===== config.mk =====
export PLATFORM = sky130hd
export DESIGN_NAME = step_phase_decoder
export DESIGN_NICKNAME = d
export VERILOG_FILES = /design/src/rtl/step_pkg.sv /design/src/rtl/sync2_bus.sv /design/src/rtl/step_phase_decoder.sv
export SDC_FILE = /design/constraint.sdc
export NUM_CORES = 1
export LEC_CHECK = 0
export CORE_MARGIN = 1.5
export CORE_UTILIZATION = 43
export DETAILED_ROUTE_END_ITERATION = 10
export GPL_TIMING_DRIVEN = 0
export PLACE_DENSITY = 0.67
export SYNTH_ARGS = -nofsm -noshare
export SYNTH_HDL_FRONTEND = slang
export SYNTH_SLANG_ARGS = --single-unit

===== constraint.sdc =====
create_clock -name clk -period 2.48 [get_ports clk]
set_clock_uncertainty 0.05 [all_clocks]
set_input_delay 0.496 -clock clk [delete_from_list [all_inputs] [get_ports clk]]
set_output_delay 0.496 -clock clk [all_outputs]
set_load 0.02 [all_outputs]

===== src/rtl/step_pkg.sv =====
// Coil phase codes, decoder state encoding and the pattern-to-phase lookup
// shared by the drive and receive sides of the stepper path.
package step_pkg;

    localparam logic [3:0] PH_P0  = 4'b1100;
    localparam logic [3:0] PH_P1  = 4'b0110;
    localparam logic [3:0] PH_P2  = 4'b0011;
    localparam logic [3:0] PH_P3  = 4'b1001;
    localparam logic [3:0] PH_OFF = 4'b0000;

    localparam logic [1:0] ST_IDLE   = 2'b00;
    localparam logic [1:0] ST_LOCKED = 2'b01;
    localparam logic [1:0] ST_FAULT  = 2'b10;

    typedef struct packed {
        logic       valid;
        logic [1:0] idx;
    } phase_dec_t;

    // Maps a coil pattern to its phase index; valid=0 for OFF and illegal codes.
    function automatic phase_dec_t phase_index(input logic [3:0] pat);
        phase_dec_t r;
        r.valid = 1'b1;
        r.idx   = 2'd0;
        case (pat)
            PH_P0:   r.idx = 2'd0;
            PH_P1:   r.idx = 2'd1;
            PH_P2:   r.idx = 2'd2;
            PH_P3:   r.idx = 2'd3;
            default: r.valid = 1'b0;
        endcase
        return r;
    endfunction

endpackage


===== src/rtl/sync2_bus.sv =====
// Parameterised-width two-flop synchronizer with asynchronous active-low reset.
module sync2_bus #(
    parameter int unsigned WIDTH = 1
) (
    input  logic             clk,
    input  logic             rst,
    input  logic [WIDTH-1:0] d,
    output logic [WIDTH-1:0] q
);

    logic [WIDTH-1:0] meta;

    always_ff @(posedge clk or negedge rst) begin
        if (!rst) begin
            meta <= '0;
            q    <= '0;
        end else begin
            meta <= d;
            q    <= meta;
        end
    end

endmodule


===== src/rtl/step_phase_decoder.sv =====
// Recovers step events, direction, shaft position and revolution digit from
// the four stepper coil lines; flags illegal patterns and skipped phases.
module step_phase_decoder
    import step_pkg::*;
#(
    parameter int unsigned STEPS_PER_REV = 24,
    parameter int unsigned SENSE_W       = 4,
    parameter int unsigned POS_W         = 8
) (
    input  logic             clk,
    input  logic             rst,
    input  logic [3:0]       phase_in,
    input  logic             clr_err,
    output logic             step_pulse,
    output logic             dir,
    output logic [POS_W-1:0] pos_cnt,
    output logic             motor_sense,
    output logic [3:0]       rev_digit,
    output logic             err_seq,
    output logic             locked
);

    localparam int unsigned SENSE_CW = $clog2(SENSE_W + 1);

    logic [3:0]          ph_sync;
    phase_dec_t          dec;
    logic                is_off;
    logic [1:0]          ph_delta;
    logic [1:0]          state, state_nxt;
    logic [1:0]          last_ph, last_nxt;
    logic                fwd, rev, seq_err;
    logic                pos_at_top, pos_at_zero, pos_at_one;
    logic                index_ev;
    logic [SENSE_CW-1:0] sense_cnt;

    sync2_bus #(.WIDTH(4)) u_sync (
        .clk (clk),
        .rst (rst),
        .d   (phase_in),
        .q   (ph_sync)
    );

    assign dec      = phase_index(ph_sync);
    assign is_off   = (ph_sync == PH_OFF);
    assign ph_delta = dec.idx - last_ph;

    always_comb begin
        state_nxt = state;
        last_nxt  = last_ph;
        fwd       = 1'b0;
        rev       = 1'b0;
        seq_err   = 1'b0;
        case (state)
            ST_IDLE: begin
                if (dec.valid) begin
                    state_nxt = ST_LOCKED;
                    last_nxt  = dec.idx;
                end else if (!is_off) begin
                    state_nxt = ST_FAULT;
                    seq_err   = 1'b1;
                end
            end
            ST_LOCKED: begin
                if (dec.valid) begin
                    last_nxt = dec.idx;
                    // Modulo-4 phase distance: +1 forward, -1 (3) reverse, 2 is a skip
                    case (ph_delta)
                        2'd1:    fwd = 1'b1;
                        2'd3:    rev = 1'b1;
                        2'd2: begin
                            state_nxt = ST_FAULT;
                            seq_err   = 1'b1;
                        end
                        default: ;
                    endcase
                end else if (is_off) begin
                    state_nxt = ST_IDLE;
                end else begin
                    state_nxt = ST_FAULT;
                    seq_err   = 1'b1;
                end
            end
            ST_FAULT: begin
                if (is_off) state_nxt = ST_IDLE;
            end
            default: state_nxt = ST_IDLE;
        endcase
    end

    always_ff @(posedge clk or negedge rst) begin
        if (!rst) begin
            state   <= ST_IDLE;
            last_ph <= 2'd0;
        end else begin
            state   <= state_nxt;
            last_ph <= last_nxt;
        end
    end

    assign pos_at_top  = (pos_cnt == POS_W'(STEPS_PER_REV - 1));
    assign pos_at_zero = (pos_cnt == '0);
    assign pos_at_one  = (pos_cnt == POS_W'(1));
    // Index fires on arrival at 0 only: forward wrap or reverse 1 -> 0
    assign index_ev    = (fwd && pos_at_top) || (rev && pos_at_one);

    always_ff @(posedge clk or negedge rst) begin
        if (!rst) begin
            step_pulse <= 1'b0;
            dir        <= 1'b0;
            pos_cnt    <= '0;
            rev_digit  <= 4'd0;
        end else begin
            step_pulse <= fwd | rev;
            if (fwd) begin
                dir <= 1'b1;
                if (pos_at_top) begin
                    pos_cnt   <= '0;
                    rev_digit <= (rev_digit == 4'd9) ? 4'd0 : rev_digit + 4'd1;
                end else begin
                    pos_cnt <= pos_cnt + POS_W'(1);
                end
            end else if (rev) begin
                dir <= 1'b0;
                if (pos_at_zero) begin
                    pos_cnt   <= POS_W'(STEPS_PER_REV - 1);
                    rev_digit <= (rev_digit == 4'd0) ? 4'd9 : rev_digit - 4'd1;
                end else begin
                    pos_cnt <= pos_cnt - POS_W'(1);
                end
            end
        end
    end

    always_ff @(posedge clk or negedge rst) begin
        if (!rst) begin
            sense_cnt <= '0;
        end else if (index_ev) begin
            sense_cnt <= SENSE_CW'(SENSE_W);
        end else if (sense_cnt != '0) begin
            sense_cnt <= sense_cnt - SENSE_CW'(1);
        end
    end

    assign motor_sense = (sense_cnt != '0);

    // A new error wins over a coincident clear
    always_ff @(posedge clk or negedge rst) begin
        if (!rst) begin
            err_seq <= 1'b0;
        end else if (seq_err) begin
            err_seq <= 1'b1;
        end else if (clr_err) begin
            err_seq <= 1'b0;
        end
    end

    assign locked = (state == ST_LOCKED);

endmodule

Word-level counts from Yosys, hierarchy flattened
Index checks and enable logic that the tools add are counted.
{"block": "word_totals", "regBits": 30, "latchBits": 0, "ramBits": 0, "romBits": 0, "input_bits": 7, "out_inout_bits": 17, "elab_cells": 86, "memories": 0}
{"block": "classes", "add_sub_neg": 6, "multipliers": 0, "div_mod_pow": 0, "magnitude_cmp": 0, "n_eq_ne": 16, "n_shift": 0, "n_mux": 36, "n_bitwise": 1, "reduce_logical": 17}
{"op": "$mux W8", "count": 4}
{"op": "$mux W4", "count": 6}
{"op": "$mux W1", "count": 15}
{"op": "$eq A4 B4 Y1 const B", "count": 3}
{"op": "$mux W2", "count": 6}
{"op": "$pmux W2 S3", "count": 2}
{"op": "$add A8 B1 Y8 const B", "count": 1}
{"op": "$eq A8 B1 Y1 const B", "count": 1}
{"op": "$eq A8 B5 Y1 const B", "count": 1}
{"op": "$logic_not A4 Y1", "count": 2}
{"op": "$logic_not A8 Y1", "count": 1}
{"op": "$reduce_bool A2 Y1", "count": 4}
{"op": "$sub A8 B1 Y8 const B", "count": 1}
{"op": "$eq A2 B2 Y1 const B", "count": 3}
{"op": "$mux W3", "count": 2}
{"op": "$reduce_and A3 Y1", "count": 2}
{"op": "$add A4 B1 Y4 const B", "count": 1}
{"op": "$eq A2 B1 Y1 const B", "count": 2}
{"op": "$eq A4 B2 Y1 const B", "count": 1}
{"op": "$eq A4 B3 Y1 const B", "count": 1}
{"op": "$reduce_or A4 Y1", "count": 1}
{"op": "$sub A4 B1 Y4 const B", "count": 1}
{"op": "$ne A3 B2 Y1 const B", "count": 1}
{"op": "$ne A3 B3 Y1 const B", "count": 1}
{"op": "12 further kinds", "count": 13}

Logic depth before layout (Yosys ltp)
{"block": "logic_depth", "ltp_word": 10, "mapped_depth": 10}

Modules after synthesis
Synthesis repeated with hierarchy kept, for this count alone.
{"block": "hier_totals", "hier_cells": 183, "area_unflattened_um2": 1715.4}
{"module": "step_phase_decoder", "instances": 1, "cells_each": 175, "area_per_inst_um2": 1515.2, "seq_area_each_um2": 550.5}
{"module": "sync2_bus", "instances": 1, "cells_each": 8, "area_per_inst_um2": 200.2, "seq_area_each_um2": 200.2}

Worst setup path before layout
No wires, ideal clock.
{"block": "synth_timing", "kind": "reg2reg", "start": "reg u_sync.q[0]", "end": "reg sense_cnt[2]", "t_arrival_ps": 2252, "slack_ps": 54, "path_stages_with_launch": 10, "path_buffers": 1, "period_less_slack_ps": 2426, "cell_sequence": "dfrtp_1 > nor2b_1 > buf_2 > a32oi_1 > ha_1 > xnor2_2 > mux2_4 > and3_1 > a31o_2 > a211o_1"}
{"block": "synth_between", "elab_chain_cells": 10, "word_cells_on_any_way": 21}
{"item": "start: declaration", "line_no": "sync2_bus.sv:8", "rtl": "output logic [WIDTH-1:0] q"}
{"item": "start signal: assignment", "line_no": "sync2_bus.sv:19", "rtl": "q <= meta;"}
{"item": "$eq A4 B4 Y1 (tied with other cells)", "line_no": "step_pkg.sv:25", "rtl": "case (pat)"}
{"item": "$pmux W2 S3", "line_no": "step_pkg.sv:25"}
{"item": "$sub A2 B2 Y2", "line_no": "step_phase_decoder.sv:45", "rtl": "assign ph_delta = dec.idx - last_ph;"}
{"item": "$eq A2 B1 Y1 or $eq A2 B2 Y1 (tied branches)", "line_no": "step_phase_decoder.sv:67", "rtl": "case (ph_delta)"}
{"item": "$mux W1", "line_no": "step_phase_decoder.sv:67"}
{"item": "$mux W1", "line_no": "step_phase_decoder.sv:64", "rtl": "if (dec.valid) begin"}
{"item": "$mux W1", "line_no": "step_phase_decoder.sv:53", "rtl": "case (state)"}
{"item": "$logic_and A1 B1 Y1", "line_no": "step_phase_decoder.sv:104", "rtl": "assign index_ev = (fwd && pos_at_top) || (rev && pos_at_one);"}
{"item": "$logic_or A1 B1 Y1 (*)", "line_no": "step_phase_decoder.sv:104"}
{"item": "$mux W3 or $reduce_bool A2 Y1 (tied branches)"}
{"item": "end signal: assignment", "line_no": "step_phase_decoder.sv:138", "rtl": "sense_cnt <= SENSE_CW'(SENSE_W);"}
{"item": "end signal: assignment", "line_no": "step_phase_decoder.sv:140", "rtl": "sense_cnt <= sense_cnt - SENSE_CW'(1);"}
{"item": "end: declaration", "line_no": "step_phase_decoder.sv:34", "rtl": "logic [SENSE_CW-1:0] sense_cnt;"}
Every way passes the cells marked *; elsewhere a longest branch is shown, timed or not.
A chain may end at the register's enable or synchronous reset.

Final worst setup path
Ends and elaborated chain as after synthesis.

==> impl.org <==
** Global routing
- Across every metal layer, demand over resource in global routing totals 0.196.
- The via count of the first global-routing pass was 1445.
- The initial antenna violation count came to 0.
- The total overflow left after global routing is 0.
- First-pass GRT wire length :: 6710 um
- Maximum number of pins on one net before global-route repair :: 31

** Synth
- Proportion of netlist area held by the largest area contributor :: 0.402
- Of the total synthesized cell area, the portion taken by full adders, half adders and majority gates is 0.0469.
- Synthesized net count :: 206
- In this run, synthesis inferred 0 flip-flops with an integrated enable.
- Simple-gate share of the synthesized area :: 0.254
- In the synthesized netlist, the number of instances is 192.
- Largest family of logic cells by synthesized area :: simple AND/OR/NAND/NOR gates
- Distinct cell type count of the synthesized netlist :: 59
- Summing every instance area after synthesis gives 1870 um^2.
- Cell accounting for the most synthesized area :: sky130_fd_sc_hd__dfrtp_1
- Async set or reset register ratio after synthesis :: 1.00
- Measured against the total synthesized area, the mux share comes to 0.0409.
- Count of state elements after synthesis :: 30
- The share of the Yosys chip area taken by registers is 0.402.
- The Yosys step of the flow raised 0 warnings.
- Area fraction in compound gates after synthesis :: 0.186
- Area contributors post-synth :: sky130_fd_sc_hd__dfrtp_1, sky130_fd_sc_hd__ha_1, sky130_fd_sc_hd__o21ai_0
- In the synthesized netlist the dominant register cell turns out to be sky130_fd_sc_hd__dfrtp_1.
- Xor-xnor portion of the synthesized cell area :: 0.0409
- Dividing the synthesized area by the synthesized cell count gives 9.72 um^2.

** Clock tree
- Number of buffers inserted during clock tree synthesis :: 5
- CTS HTree Levels :: 2
- The later pin in the worst-skew pair is clocked with a latency of 0.30 ns.
- Clk Tree Root Cell :: sky130_fd_sc_hd__clkbuf_8
- Maximum clock insertion buffer count :: 2
- Clock transition at the registers of the reported paths :: 0.08 ns
- Clock tree synthesis found a total of 30 sinks.
- TritonCTS built the clock tree.

** Critical path
- Grouping stages by cell kind, the critical path spends the most delay in compound AO/OA/AOI/OAI gates.
- Crit path cell chain :: buf_4, nor2_1, a32oi_2, ha_4, xnor2_4, mux2_4, and3_4, a31o_4, a211o_1
- Crit-path max FO :: 4
- Startpoint-to-endpoint class of the critical path :: reg -> reg
- Worst path required time :: 2.61 ns
- The worst setup path is launched from a flip-flop.
- For the worst setup path, the data arrival time is 2.56 ns.
- Cell at the slowest stage of the critical path :: sky130_fd_sc_hd__dfrtp_1
- Delay of the slowest critical-path stage :: 0.38 ns
- Critical path endpoint category :: flip-flop
- Count of buffer and inverter cells on the critical path :: 1

** Timing
- Final hold violation count :: 0
- Timing would allow up to 0.411 GHz.
- Setup repair after global routing could not meet its margin everywhere.
- The worst path in the final design needs a cycle of 2.43 ns, including I/O delays and setup.
- Measured against its own limit, the worst slew margin works out to 0.566.
- In the finished design, the share of the clock period the worst path needs comes to 0.980.
- At the pin with the least slew margin, the transition time is 0.651 ns.
- Number of pins exceeding their max-slew limit in the final report :: 0
- After routing, the total negative slack on setup checks comes to 0 ns.
- Total of endpoints with negative setup slack in the final report :: 0
- Worst hold margin :: 0.166 ns
- Minimum setup slack in the final design :: 0.0493 ns

** Die
- Overall die area :: 4740 um^2
- After floorplanning, the core was sized to cover 4090 um^2.
- Die height :: 68.9 um
- I/O pin count :: 24
- Effective utilization at floorplan :: 0.457
- The initialized floorplan defines 23 standard-cell rows.
- Die Width :: 68.9 um

** Place
- Placer Congestion :: 0.833
- Buffers on Ports :: 23
- Setup WS pre-CTS :: -0.331 ns
- Summed over all nets, the half-perimeter wirelength after detailed placement is 2850 um.
- Post-place instance area :: 2160 um^2

** Detailed routing
- Detailed routing inserted a total of 1718 vias.
- Initial drt markers :: 169
- Average via count per standard cell :: 5.90
- Dividing the detail-routed wire length by the instance count gives 15.4 um.
- Sum of routed wire length over all layers :: 4480 um
- In this run the remaining antenna-violating nets after routing total 0.
- Post-route DRC :: 0
- The first detailed-routing pass took 4 iterations.

** Final layout
- Leading cell type in the layout, fill and taps excluded :: sky130_fd_sc_hd__dfrtp_1
- Share of cells above drive strength 1 :: 0.257
- The final layout contains 254 nets.
- With fillers left out, the area of the finished cells amounts to 2540 um^2.
- From synthesis to final layout, the design area changed by 36.4%.
- Total inserted antenna cells :: 0
- In the layout the commonest cells are sky130_fd_sc_hd__dfrtp_1, sky130_fd_sc_hd__clkdlybuf4s50_1, sky130_fd_sc_hd__buf_4.

** Pwr
- Overall power of the completed layout :: 1550 uW
- Summed over all cells, the static leakage comes to 0.00106 uW.
- Pwr per Cell Area :: 607 nW/um^2
- IR analysis of the VDD net gives a maximum drop of 0.507 mV.

** Hold path
- Class of the tightest hold or removal check :: in -> async

** Run status
- The flow ran to the end, and the final reports show no timing, DRC or antenna violations.

** Run
- Max-cap violations in this run came to 0.
==> where the power goes <==
part | internal, uW | switching (uW)
logic | 250 | 294
registers | 539 | 40.0
clock network | 223 | 200
==> per-layer routing <==
metal / share of wire / global-route usage
met1: 0.44 / 0.267
met4: 0.017 / 0.105
met5: 0 / 0
met2: 0.48 / 0.286
met3: 0.062 / 0.0455
==> Yosys cell counts, types with 3 or more instances <==
master                     count
sky130_fd_sc_hd__a21oi_1       6
sky130_fd_sc_hd__a221oi_1      4
sky130_fd_sc_hd__and2_1        3
sky130_fd_sc_hd__and3_1        6
sky130_fd_sc_hd__dfrtp_1      30
sky130_fd_sc_hd__ha_1          7
sky130_fd_sc_hd__inv_1         7
sky130_fd_sc_hd__mux2i_1       5
sky130_fd_sc_hd__nand2_1      12
sky130_fd_sc_hd__nand2b_1      4
sky130_fd_sc_hd__nand3_1      10
sky130_fd_sc_hd__nand4_1       3
sky130_fd_sc_hd__nor2_1        9
sky130_fd_sc_hd__nor2b_1       6
sky130_fd_sc_hd__nor3_1        6
sky130_fd_sc_hd__nor4_1        5
sky130_fd_sc_hd__o21ai_0      14
sky130_fd_sc_hd__or3_1         4
sky130_fd_sc_hd__xnor2_1       4
==> sequential cells by signal, indices dropped and copies added (netlist names) <==
| signal | cells |
|---|---|
| err_seq | 1 |
| pos_cnt | 8 |
| last_ph | 2 |
| u_sync.meta | 4 |
| step_pulse | 1 |
| sense_cnt | 3 |
| u_sync.q | 4 |
| state | 2 |
| dir | 1 |
| rev_digit | 4 |
==> through the flow <==
stage | cells | utilization
2_1_floorplan | 192 | -
3_3_place_gp | 265 | 0.528
3_5_place_dp | 265 | 0.528
4_1_cts | 279 | 0.580
5_1_grt | 291 | 0.623
6_report | 291 | 0.623
==> repair_timing <==
item / 4_1_cts / 5_1_grt
setup endpoints to repair: 14 / 16
hold buffers: 0 / 0
endpoints found under the hold margin: 0 / 0
resized for setup: 12 / 21
cloned: 0 / 1
setup buffers: 6 / 11
pin swaps: 2 / 12
==> worst register-to-register path, stage by stage, from the launching register on <==
cell	delay, ns
sky130_fd_sc_hd__dfrtp_1	0.38
sky130_fd_sc_hd__buf_4	0.15
sky130_fd_sc_hd__nor2_1	0.13
sky130_fd_sc_hd__a32oi_2	0.15
sky130_fd_sc_hd__ha_4	0.21
sky130_fd_sc_hd__xnor2_4	0.28
sky130_fd_sc_hd__mux2_4	0.34
sky130_fd_sc_hd__and3_4	0.19
sky130_fd_sc_hd__a31o_4	0.22
sky130_fd_sc_hd__a211o_1	0.22
==> cell type report <==
class                   count  area, um^2
inverters                   8        30.0
plain buffers               5        35.0
repair buffers             41         362
well taps                  50        62.6
flip-flops and latches     30         753
clock buffers               6        82.6
fillers                   344        1540
multi-input cells         149        1210
clock inverters             2        12.5
==> final timing paths <==
check,slack (ns),from,cells past startpoint,endpoint
max,0.05,u_sync.q[0]$_DFF_PN0_,9,sense_cnt[2]$_DFFE_PN0P_
min,0.17,rst,1,dir$_DFFE_PN0P_
max reg2reg,0.05,u_sync.q[0]$_DFF_PN0_,9,sense_cnt[2]$_DFFE_PN0P_
min reg2reg,0.30,u_sync.meta[0]$_DFF_PN0_,0,u_sync.q[0]$_DFF_PN0_
max in group asynchronous,1.74,rst,1,u_sync.q[1]$_DFF_PN0_
min in group clk,0.30,u_sync.meta[0]$_DFF_PN0_,0,u_sync.q[0]$_DFF_PN0_
==> logic make-up after synthesis <==
group           count (synthesis)
simple gates                   80
compound gates                 48
flops                          30
buf+inv                        13
xor+xnor                        7
mux                             7
fa+ha+maj                       7
Note: power is estimated with default switching activity, not from simulation.
